File: src/rtl/mem_fill_verify_if.sv
// Single-port scratch memory bus: select/address/write data out, registered read data back.
interface mem_fill_verify_if #(
  parameter int ADDR_WIDTH = 2,
  parameter int DATA_WIDTH = 4
);
  logic                  mem_select;
  logic [ADDR_WIDTH-1:0] mem_addr;
  logic [DATA_WIDTH-1:0] mem_wdata;
  logic [DATA_WIDTH-1:0] mem_rdata;

  modport master (
    output mem_select,
    output mem_addr,
    output mem_wdata,
    input  mem_rdata
  );

  modport slave (
    input  mem_select,
    input  mem_addr,
    input  mem_wdata,
    output mem_rdata
  );
endinterface

File: src/rtl/mem_fill_verify.sv
// Fill/verify sweep engine for the scratch memory: writes seed+k to every word,
// or reads every word back and counts mismatches against that pattern.
module mem_fill_verify #(
  parameter int ADDR_WIDTH = 2,
  parameter int DATA_WIDTH = 4
) (
  input  logic                  clk_2,
  input  logic                  rst_n,
  input  logic                  start,
  input  logic                  op,
  input  logic [DATA_WIDTH-1:0] seed,
  mem_fill_verify_if.master     mem,
  output logic                  busy,
  output logic                  done,
  output logic [ADDR_WIDTH:0]   err_count,
  output logic [ADDR_WIDTH-1:0] first_err_addr,
  output logic                  err
);

  localparam logic [ADDR_WIDTH-1:0] LAST = '1;

  typedef enum logic [2:0] {
    S_IDLE,
    S_FILL,
    S_VERIFY,
    S_DRAIN,
    S_DONE
  } state_t;

  state_t                state;
  state_t                state_nxt;
  logic                  start_q;
  logic                  start_edge;
  logic                  accept;
  logic [DATA_WIDTH-1:0] seed_l;
  logic [ADDR_WIDTH-1:0] addr_p0;
  logic [ADDR_WIDTH-1:0] addr_p1;
  logic                  vld_p1;
  logic                  mismatch_p1;

  // Pattern word for address idx; the sum wraps modulo 2**DATA_WIDTH.
  function automatic logic [DATA_WIDTH-1:0] pattern(
    input logic [DATA_WIDTH-1:0] base,
    input logic [ADDR_WIDTH-1:0] idx
  );
    logic [DATA_WIDTH-1:0] idx_w;
    idx_w = DATA_WIDTH'(idx);
    return base + idx_w;
  endfunction

  assign start_edge = start & ~start_q;
  assign accept     = start_edge && ((state == S_IDLE) || (state == S_DONE));

  always_ff @(posedge clk_2 or negedge rst_n) begin
    if (!rst_n) begin
      state   <= S_IDLE;
      start_q <= 1'b0;
    end else begin
      state   <= state_nxt;
      start_q <= start;
    end
  end

  always_comb begin
    state_nxt = state;
    case (state)
      S_IDLE, S_DONE: if (accept) state_nxt = op ? S_VERIFY : S_FILL;
      S_FILL:         if (addr_p0 == LAST) state_nxt = S_DONE;
      S_VERIFY:       if (addr_p0 == LAST) state_nxt = S_DRAIN;
      S_DRAIN:        state_nxt = S_DONE;
      default:        state_nxt = S_IDLE;
    endcase
  end

  always_comb begin
    mem.mem_select = 1'b0;
    mem.mem_addr   = '0;
    mem.mem_wdata  = '0;
    busy           = 1'b0;
    done           = 1'b0;
    case (state)
      S_FILL: begin
        mem.mem_select = 1'b1;
        mem.mem_addr   = addr_p0;
        mem.mem_wdata  = pattern(seed_l, addr_p0);
        busy           = 1'b1;
      end
      S_VERIFY: begin
        mem.mem_addr = addr_p0;
        busy         = 1'b1;
      end
      S_DRAIN: begin
        mem.mem_addr = LAST;
        busy         = 1'b1;
      end
      S_DONE:  done = 1'b1;
      default: ;
    endcase
    err = (state == S_DONE) && (err_count != '0);
  end

  // Stage p0: sweep address counter; parks at LAST so DRAIN keeps presenting it.
  always_ff @(posedge clk_2 or negedge rst_n) begin
    if (!rst_n) begin
      addr_p0 <= '0;
    end else if (accept) begin
      addr_p0 <= '0;
    end else if (((state == S_FILL) || (state == S_VERIFY)) && (addr_p0 != LAST)) begin
      addr_p0 <= addr_p0 + 1'b1;
    end
  end

  always_ff @(posedge clk_2) begin
    if (accept) seed_l <= seed;
    addr_p1 <= addr_p0;
  end

  // Stage p1: read data for the address presented last cycle is compared here.
  always_ff @(posedge clk_2 or negedge rst_n) begin
    if (!rst_n) vld_p1 <= 1'b0;
    else        vld_p1 <= (state == S_VERIFY);
  end

  assign mismatch_p1 = (mem.mem_rdata != pattern(seed_l, addr_p1));

  always_ff @(posedge clk_2 or negedge rst_n) begin
    if (!rst_n) begin
      err_count      <= '0;
      first_err_addr <= '0;
    end else if (accept) begin
      err_count      <= '0;
      first_err_addr <= '0;
    end else if (vld_p1 && mismatch_p1) begin
      err_count <= err_count + (ADDR_WIDTH+1)'(1);
      if (err_count == '0) first_err_addr <= addr_p1;
    end
  end

endmodule

File: src/flat_wrapper.sv
// flat-port wrapper written by rule: the top's interface ports become plain ports
module mem_fill_verify_flat 
#(
  parameter int ADDR_WIDTH = 2,
  parameter int DATA_WIDTH = 4
)
  (clk_2, rst_n, start, op, seed, busy, done, err_count, first_err_addr, err, mem_mem_select, mem_mem_addr, mem_mem_wdata, mem_mem_rdata);
  mem_fill_verify_if #(.ADDR_WIDTH(ADDR_WIDTH), .DATA_WIDTH(DATA_WIDTH)) mem_i ();
  input  logic clk_2;
  input  logic rst_n;
  input  logic start;
  input  logic op;
  input  logic [DATA_WIDTH-1:0] seed;
  output logic busy;
  output logic done;
  output logic [ADDR_WIDTH:0] err_count;
  output logic [ADDR_WIDTH-1:0] first_err_addr;
  output logic err;
  output wire logic [$bits(mem_i.mem_select)-1:0] mem_mem_select;
  output wire logic [$bits(mem_i.mem_addr)-1:0] mem_mem_addr;
  output wire logic [$bits(mem_i.mem_wdata)-1:0] mem_mem_wdata;
  input wire logic [$bits(mem_i.mem_rdata)-1:0] mem_mem_rdata;
  assign mem_mem_select = mem_i.mem_select;
  assign mem_mem_addr = mem_i.mem_addr;
  assign mem_mem_wdata = mem_i.mem_wdata;
  assign mem_i.mem_rdata = mem_mem_rdata;
  mem_fill_verify #(.ADDR_WIDTH(ADDR_WIDTH), .DATA_WIDTH(DATA_WIDTH)) u_core (.clk_2(clk_2), .rst_n(rst_n), .start(start), .op(op), .seed(seed), .mem(mem_i), .busy(busy), .done(done), .err_count(err_count), .first_err_addr(first_err_addr), .err(err));
endmodule
File: config.mk
export PLATFORM = sky130hd
export DESIGN_NAME = mem_fill_verify_flat
export DESIGN_NICKNAME = d
export VERILOG_FILES = /design/src/rtl/mem_fill_verify_if.sv /design/src/rtl/mem_fill_verify.sv /design/src/flat_wrapper.sv
export SDC_FILE = /design/constraint.sdc
export NUM_CORES = 1
export LEC_CHECK = 0
export BUFFER_PORTS_ARGS = -buffer_cell sky130_fd_sc_hd__buf_2
export CORE_UTILIZATION = 47
export CTS_BUF_LIST = sky130_fd_sc_hd__clkbuf_4 sky130_fd_sc_hd__clkbuf_8
export DETAILED_ROUTE_END_ITERATION = 8
export HOLD_SLACK_MARGIN = 0.1
export PLACE_DENSITY = 0.72
export SLEW_MARGIN = 15
export SYNTH_ARGS = -nofsm -noshare
export SYNTH_HDL_FRONTEND = slang
export SYNTH_SLANG_ARGS = --single-unit
File: constraint.sdc
create_clock -name clk_2 -period 2.4 [get_ports clk_2]
set_input_delay 0.48 -clock clk_2 [delete_from_list [all_inputs] [get_ports clk_2]]
set_output_delay 0.48 -clock clk_2 [all_outputs]
set_load 0.02 [all_outputs]
==> results.sh, run 1 <==
export IMPL_ir_worst_vdd_v=0.000779
export IMPL_p_leak_uw=0.000631
export IMPL_final_hold_violation_count=0
export IMPL_core_um2=2040
export IMPL_n_fill_cell=182
export IMPL_timing_final_crit_share_pct=94.0
export IMPL_yosysUniqueCellTypes=33
export IMPL_cp_start_kind="flip-flop"
export IMPL_relSlewSlack_pct=79.7
export IMPL_start_util_pct=52.4
export IMPL_p_per_area_nw_per_um2=1130
export IMPL_syn_area_per_cell_um2=10.6
export IMPL_ys_warn_count=0
export IMPL_io_buffers=26
export IMPL_worst_pin_slew_ns=0.305
export IMPL_htreeDepth=1
export IMPL_areaGrowthSynthToFinish_pct=18.6
export IMPL_final_setup_skew_ns=0.00672
export IMPL_clk_pin_slew_ns=0.10
export IMPL_critPathKind="reg -> out"
export IMPL_rsz0062_at_grt="false"
export IMPL_required_ns=1.92
export IMPL_drive_gt1_share_pct=31.3
export IMPL_critPathArrivalTime_ns=1.78
export IMPL_final_cells=158
export IMPL_syn_inst=101
export IMPL_cts_tree="done"
export IMPL_antenna_left=0
export IMPL_drv_cap=0
export IMPL_fp_row_count=16
export IMPL_async_flop_share_pct=66.7
export IMPL_die_w_um=49.7
export IMPL_diodes=0
export IMPL_routed_wirelength_um=1940
export IMPL_multi_input_area_um2=563
export IMPL_grt_pass1_wl_um=3350
export IMPL_wl_per_cell_um=12.2
export IMPL_grt_usage_pct=18.0
export IMPL_drv_slew=0
export IMPL_root_buffer="clkbuf_4"
export IMPL_dieArea_um2=2470
export IMPL_max_freq_ghz=0.443
export IMPL_synth_fp_nets=122
export IMPL_routabilityCongestion=0.755
export IMPL_clk_latency_ns=0.29
export IMPL_dr_pass1_iters=4
export IMPL_first_global_vias=749
export IMPL_drtIter0Drc=6
export IMPL_layout_nets=153
export IMPL_cts_resized=0
export IMPL_setup_viol=0
export IMPL_clock_sinks=18
export IMPL_io_pins=27
export IMPL_ys_seq_elements=18
export IMPL_antenna_found_initial=0
export IMPL_dp_cells=153
export IMPL_fp_dieH_um=49.7
export IMPL_grt_overflow=0
export IMPL_grt_max_degree=18
export IMPL_cp_max_fo=6
export IMPL_setup_tns_ns=0
export IMPL_synth_edf_count=4
export IMPL_hp_class="in -> reg"
export IMPL_fin_crit_ns=2.26
export IMPL_endpoint_kind="primary output"
export IMPL_synth_seq_area_share_pct=43.0
export IMPL_drc=0
export IMPL_clock_path_buffers=2
export IMPL_status="complete, no violations"
export IMPL_vias_per_cell=4.95
export IMPL_vias=782
export IMPL_netlist_area_um2=1070
export IMPL_numCtsBuffers=3
export IMPL_synth_top_flop_cell="dfrtp_1"
export IMPL_hpwl_um=1510
export IMPL_ff_latch_area_um2=460
==> flip-flops by register name (all words and copies together) (netlist names) <==
name and flops:
u_core.seed_l 4, u_core.err_count 3, u_core.state 3, u_core.addr_p0 2
u_core.addr_p1 2, u_core.first_err_addr 2, u_core.start_q 1, u_core.vld_p1 1
==> cell type report <==
class / count / share of cell area (%)
Clock buffer: 4 / 2.37
Inverter: 9 / 2.66
Multi-Input combinational cell: 72 / 44.4
Sequential cell: 18 / 36.3
Tap cell: 27 / 2.66
Timing Repair Buffer: 28 / 11.6
==> power by group <==
group | total [uW] | internal, uW | leakage, uW | switching (uW)
clock network | 166 | 75.8 | 0.0000184 | 90.2
registers | 533 | 413 | 0.000211 | 121
logic | 732 | 318 | 0.000402 | 414
==> Yosys cell counts, drive strengths merged, types with 3 or more instances <==
cell    count  area (um^2)
edfxtp      4          120
nand2       9         33.8
nand2b      4         32.5
ha          7         87.6
inv         9         33.8
a211o       3         30.0
and2        3         18.8
dfrtp      12          300
o21ai       3         15.0
xnor2       6         52.6
a21oi       5         25.0
nor2       10         37.5
nor2b       3         18.8
==> cells in the final DEF (no fill, tap or decap) <==
cell / count
nand2_1: 9
o32a_1: 1
buf_2: 26
o2bb2ai_1: 1
clkbuf_4: 4
nand2b_4: 1
nor3_1: 1
inv_1: 9
nand2b_1: 3
dfrtp_1: 12
ha_1: 7
nor3b_2: 1
nand3_2: 1
edfxtp_1: 4
and2_1: 3
o2111ai_4: 1
o21ai_0: 3
a21oi_1: 5
xnor2_1: 6
a21o_1: 1
mux2_4: 1
o31ai_1: 1
nor2_1: 10
dlygate4sd3_1: 1
mux2i_1: 2
nand3_1: 1
nand4b_1: 1
buf_4: 1
and3_4: 1
dfxtp_1: 2
xor2_1: 2
fa_1: 2
or2_2: 1
nor2b_1: 3
a211o_2: 3
==> cell families after synthesis <==
family	Yosys count	share of synthesized area (%)
AO/OA/AOI/OAI	16	12.2
buffers and inverters	11	4.33
adder cells (fa/ha/maj)	9	11.9
multiplexers	3	3.27
XOR/XNOR	8	6.55
flip-flops	18	43.0
AND/OR/NAND/NOR	36	18.7
==> critical path, stage by stage (launching register included) <==
cell	delay (ns)
dfrtp_1	0.46
ha_1	0.26
fa_1	0.39
xnor2_1	0.14
nor2_1	0.08
buf_2	0.16
==> metrics by stage <==
step | setup WS (ns) | utilization [%] | area [um^2] | power, uW | hold slack, ns
global placement | 0.360 | 60.2 | 1230 | 1250 | 0.377
detailed placement | 0.261 | 60.2 | 1230 | 1270 | 0.378
finish | 0.144 | 62.1 | 1270 | 1430 | 0.304
CTS | 0.119 | 62.1 | 1270 | 1440 | 0.303
global route | 0.0279 | 62.1 | 1270 | 1550 | 0.280
floorplan | 0.403 | - | 1070 | 1080 | 0.184
==> metal layers <==
metal  routed length, um  track usage, %  vias to the layer above
met5                   0               0                        -
met4                  14            7.14                        0
met3                  74            3.40                        2
met2                 943            29.3                       19
met1                 902            23.4                      360
li1                    -               -                      401
==> worst paths after layout <==
path	slack, ns	from	cells past startpoint	to
worst min-delay path	0.30	start	1	u_core.start_q$_DFF_PN0_
worst max-delay path	0.14	u_core.addr_p0[0]$_DFFE_PN0P_	5	mem_mem_wdata[2]
min in group asynchronous	0.60	rst_n	2	u_core.err_count[0]$_DFFE_PN0P_
worst min register to register	0.50	u_core.addr_p1[0]$_DFF_P_	2	u_core.first_err_addr[0]$_DFFE_PN0P_
worst max register to register	0.25	u_core.seed_l[0]$_DFFE_PP_	8	u_core.err_count[2]$_DFFE_PN0P_
max in group asynchronous	1.57	rst_n	2	u_core.addr_p0[0]$_DFFE_PN0P_
==> timing repair <==
action                                  in CTS  in global routing
hold buffers                                 1                  0
buffers inserted                             0                  0
endpoints found under the setup margin       0                  0
endpoints found under the hold margin       12                  0
Power figures use the tool's default switching activity.
==> run 2: changes to the inputs <==
--- a/config.mk
+++ b/config.mk
@@ -11,6 +11,7 @@
 export DETAILED_ROUTE_END_ITERATION = 8
 export HOLD_SLACK_MARGIN = 0.1
 export PLACE_DENSITY = 0.72
+export RECOVER_POWER = 100
 export SLEW_MARGIN = 15
 export SYNTH_ARGS = -nofsm -noshare
 export SYNTH_HDL_FRONTEND = slang
==> run 2 against run 1 <==
Effect of this change: total power decreased by 2.2%; sequential cell count unchanged; sequential share of layout area increased by 0.92 points; register-to-register slack got worse by 0.03 ns; largest cell class unchanged; clock skew about the same.
==> results.sh, run 2 (synthesis gave the netlist of run 1 again) <==
export IMPL_routed_wirelength_um=1940
export IMPL_cts_tree="done"
export IMPL_endpoint_kind="primary output"
export IMPL_antenna_found_initial=0
export IMPL_first_global_vias=749
export IMPL_reg2reg_slack_ns=0.22
export IMPL_vias_per_cell=5.04
export IMPL_fp_dieH_um=49.7
export IMPL_reg2reg_depth=8
export IMPL_grt_usage_pct=18.0
export IMPL_clk_pin_slew_ns=0.10
export IMPL_n_fill_cell=189
export IMPL_p_leak_uw=0.000568
export IMPL_clock_sinks=18
export IMPL_setup_viol=0
export IMPL_power_uw=1400
export IMPL_layout_commonest_cell="clkbuf_1"
export IMPL_antenna_left=0
export IMPL_final_cell_mix="15 x clkbuf_1, 12 x dfrtp_1, 11 x buf_2"
export IMPL_placed_cell_area_um2=1230
export IMPL_rsz0062_at_grt="false"
export IMPL_drive_gt1_share_pct=18.3
export IMPL_layout_nets=153
export IMPL_root_buffer="clkbuf_4"
export IMPL_diodes=0
export IMPL_cts_resized=0
export IMPL_regMostFlops="u_core.seed_l"
export IMPL_max_freq_ghz=0.444
export IMPL_p_per_area_nw_per_um2=1130
export IMPL_vias=797
export IMPL_ir_worst_vdd_v=0.000755
export IMPL_htreeDepth=1
export IMPL_grt_max_degree=18
export IMPL_post_place_ws_ns=0.261
export IMPL_setup_ws_ns=0.147
export IMPL_io_buffers=26
export IMPL_cp_max_fo=6
export IMPL_final_hold_violation_count=0
export IMPL_timing_final_crit_share_pct=93.9
export IMPL_top_regs="u_core.seed_l: 4 flops, u_core.err_count: 3 flops, u_core.state: 3 flops"
export IMPL_dr_pass1_iters=3
export IMPL_hp_start="start"
export IMPL_critPathKind="reg -> out"
export IMPL_largest_register_ffs=4
export IMPL_fin_crit_ns=2.25
export IMPL_min_to="u_core.start_q$_DFF_PN0_"
export IMPL_wl_per_cell_um=12.2
export IMPL_routabilityCongestion=0.755
export IMPL_dieArea_um2=2470
export IMPL_setup_tns_ns=0
export IMPL_hold_path_cell_count=1
export IMPL_io_pins=27
export IMPL_r2r_end="u_core.err_count[2]$_DFFE_PN0P_"
export IMPL_drc=0
export IMPL_fp_row_count=16
export IMPL_r2r_start="u_core.seed_l[0]$_DFFE_PP_"
export IMPL_cp_start_kind="flip-flop"
export IMPL_final_core_util_pct=60.6
export IMPL_critPathArrivalTime_ns=1.77
export IMPL_drv_slew=0
export IMPL_hp_class="in -> reg"
export IMPL_clk_latency_ns=0.29
export IMPL_numCtsBuffers=3
export IMPL_drv_cap=0
export IMPL_grt_pass1_wl_um=3350
export IMPL_worst_pin_slew_ns=0.747
export IMPL_start_util_pct=52.4
export IMPL_hpwl_um=1510
export IMPL_status="complete, no violations"
export IMPL_core_um2=2040
export IMPL_final_setup_skew_ns=0.00718
export IMPL_required_ns=1.92
export IMPL_grt_overflow=0
export IMPL_drtIter0Drc=6
export IMPL_relSlewSlack_pct=50.2
export IMPL_postLayoutCellArea_um2=1240
export IMPL_clock_path_buffers=2
export IMPL_areaGrowthSynthToFinish_pct=15.7
export IMPL_die_w_um=49.7
run 2: changes by cell type in the layout (fill, tap and decap cells not counted), sizes merged:
cell / previous run / this run
buf: 27 / 11
clkbuf: 4 / 20
run 2: where the power goes:
part / switching [uW] / internal (uW) / leakage, uW / total (uW)
Combinational: 414 / 290 / 0.000339 / 704
Clock: 88.6 / 75.8 / 0.0000184 / 164
Sequential: 119 / 413 / 0.000211 / 532
Total: 621 / 779 / 0.000568 / 1400
run 2: how the worst max path moves through the flow:
stage / start / end / slack [ns] / cells after the start
CTS: u_core.addr_p0[0]$_DFFE_PN0P_ / mem_mem_wdata[2] / 0.12 / 5
finish: u_core.addr_p0[0]$_DFFE_PN0P_ / mem_mem_wdata[2] / 0.15 / 5
global route: u_core.addr_p0[0]$_DFFE_PN0P_ / mem_mem_wdata[2] / 0.03 / 5
floorplan: u_core.seed_l[0]$_DFFE_PP_ / u_core.err_count[2]$_DFFE_PN0P_ / 0.40 / 7
detailed placement: u_core.seed_l[0]$_DFFE_PP_ / u_core.err_count[2]$_DFFE_PN0P_ / 0.26 / 8
global placement: u_core.seed_l[0]$_DFFE_PP_ / u_core.err_count[2]$_DFFE_PN0P_ / 0.36 / 7
run 2: timing repair:
action,4_1_cts,5_1_grt
buffers inserted,0,0
hold buffers,1,0
hold endpoints to repair,12,0
run 2: area by class of cell:
cell class              instances  area, um^2  share of cell area, %
multi-input cells              72         553                   44.7
flip-flops and latches         18         460                   37.2
repair buffers                 28         126                   10.2
inverters                       9        33.8                   2.73
well taps                      27        33.8                   2.73
clock buffers                   4        30.0                   2.43
run 2: per-layer routing:
metal / vias up / GRT usage, % / routed length, um
met4: 0 / 7.14 / 14
met2: 19 / 29.3 / 949
li1: 401 / - / -
met1: 375 / 23.4 / 892
met3: 2 / 3.40 / 77
met5: - / 0 / 0
run 2: critical path, stage by stage, from the launching register on:
cell     delay, ns
dfrtp_1       0.46
ha_1          0.26
fa_1          0.39
xnor2_1       0.14
nor2_1        0.08
buf_2         0.16
run 2: per-stage QoR:
step,hold slack [ns],instances
after floorplan,0.184,101
after global placement,0.377,153
after detailed placement,0.378,153
after CTS,0.303,158
after global routing,0.280,158
final,0.306,158
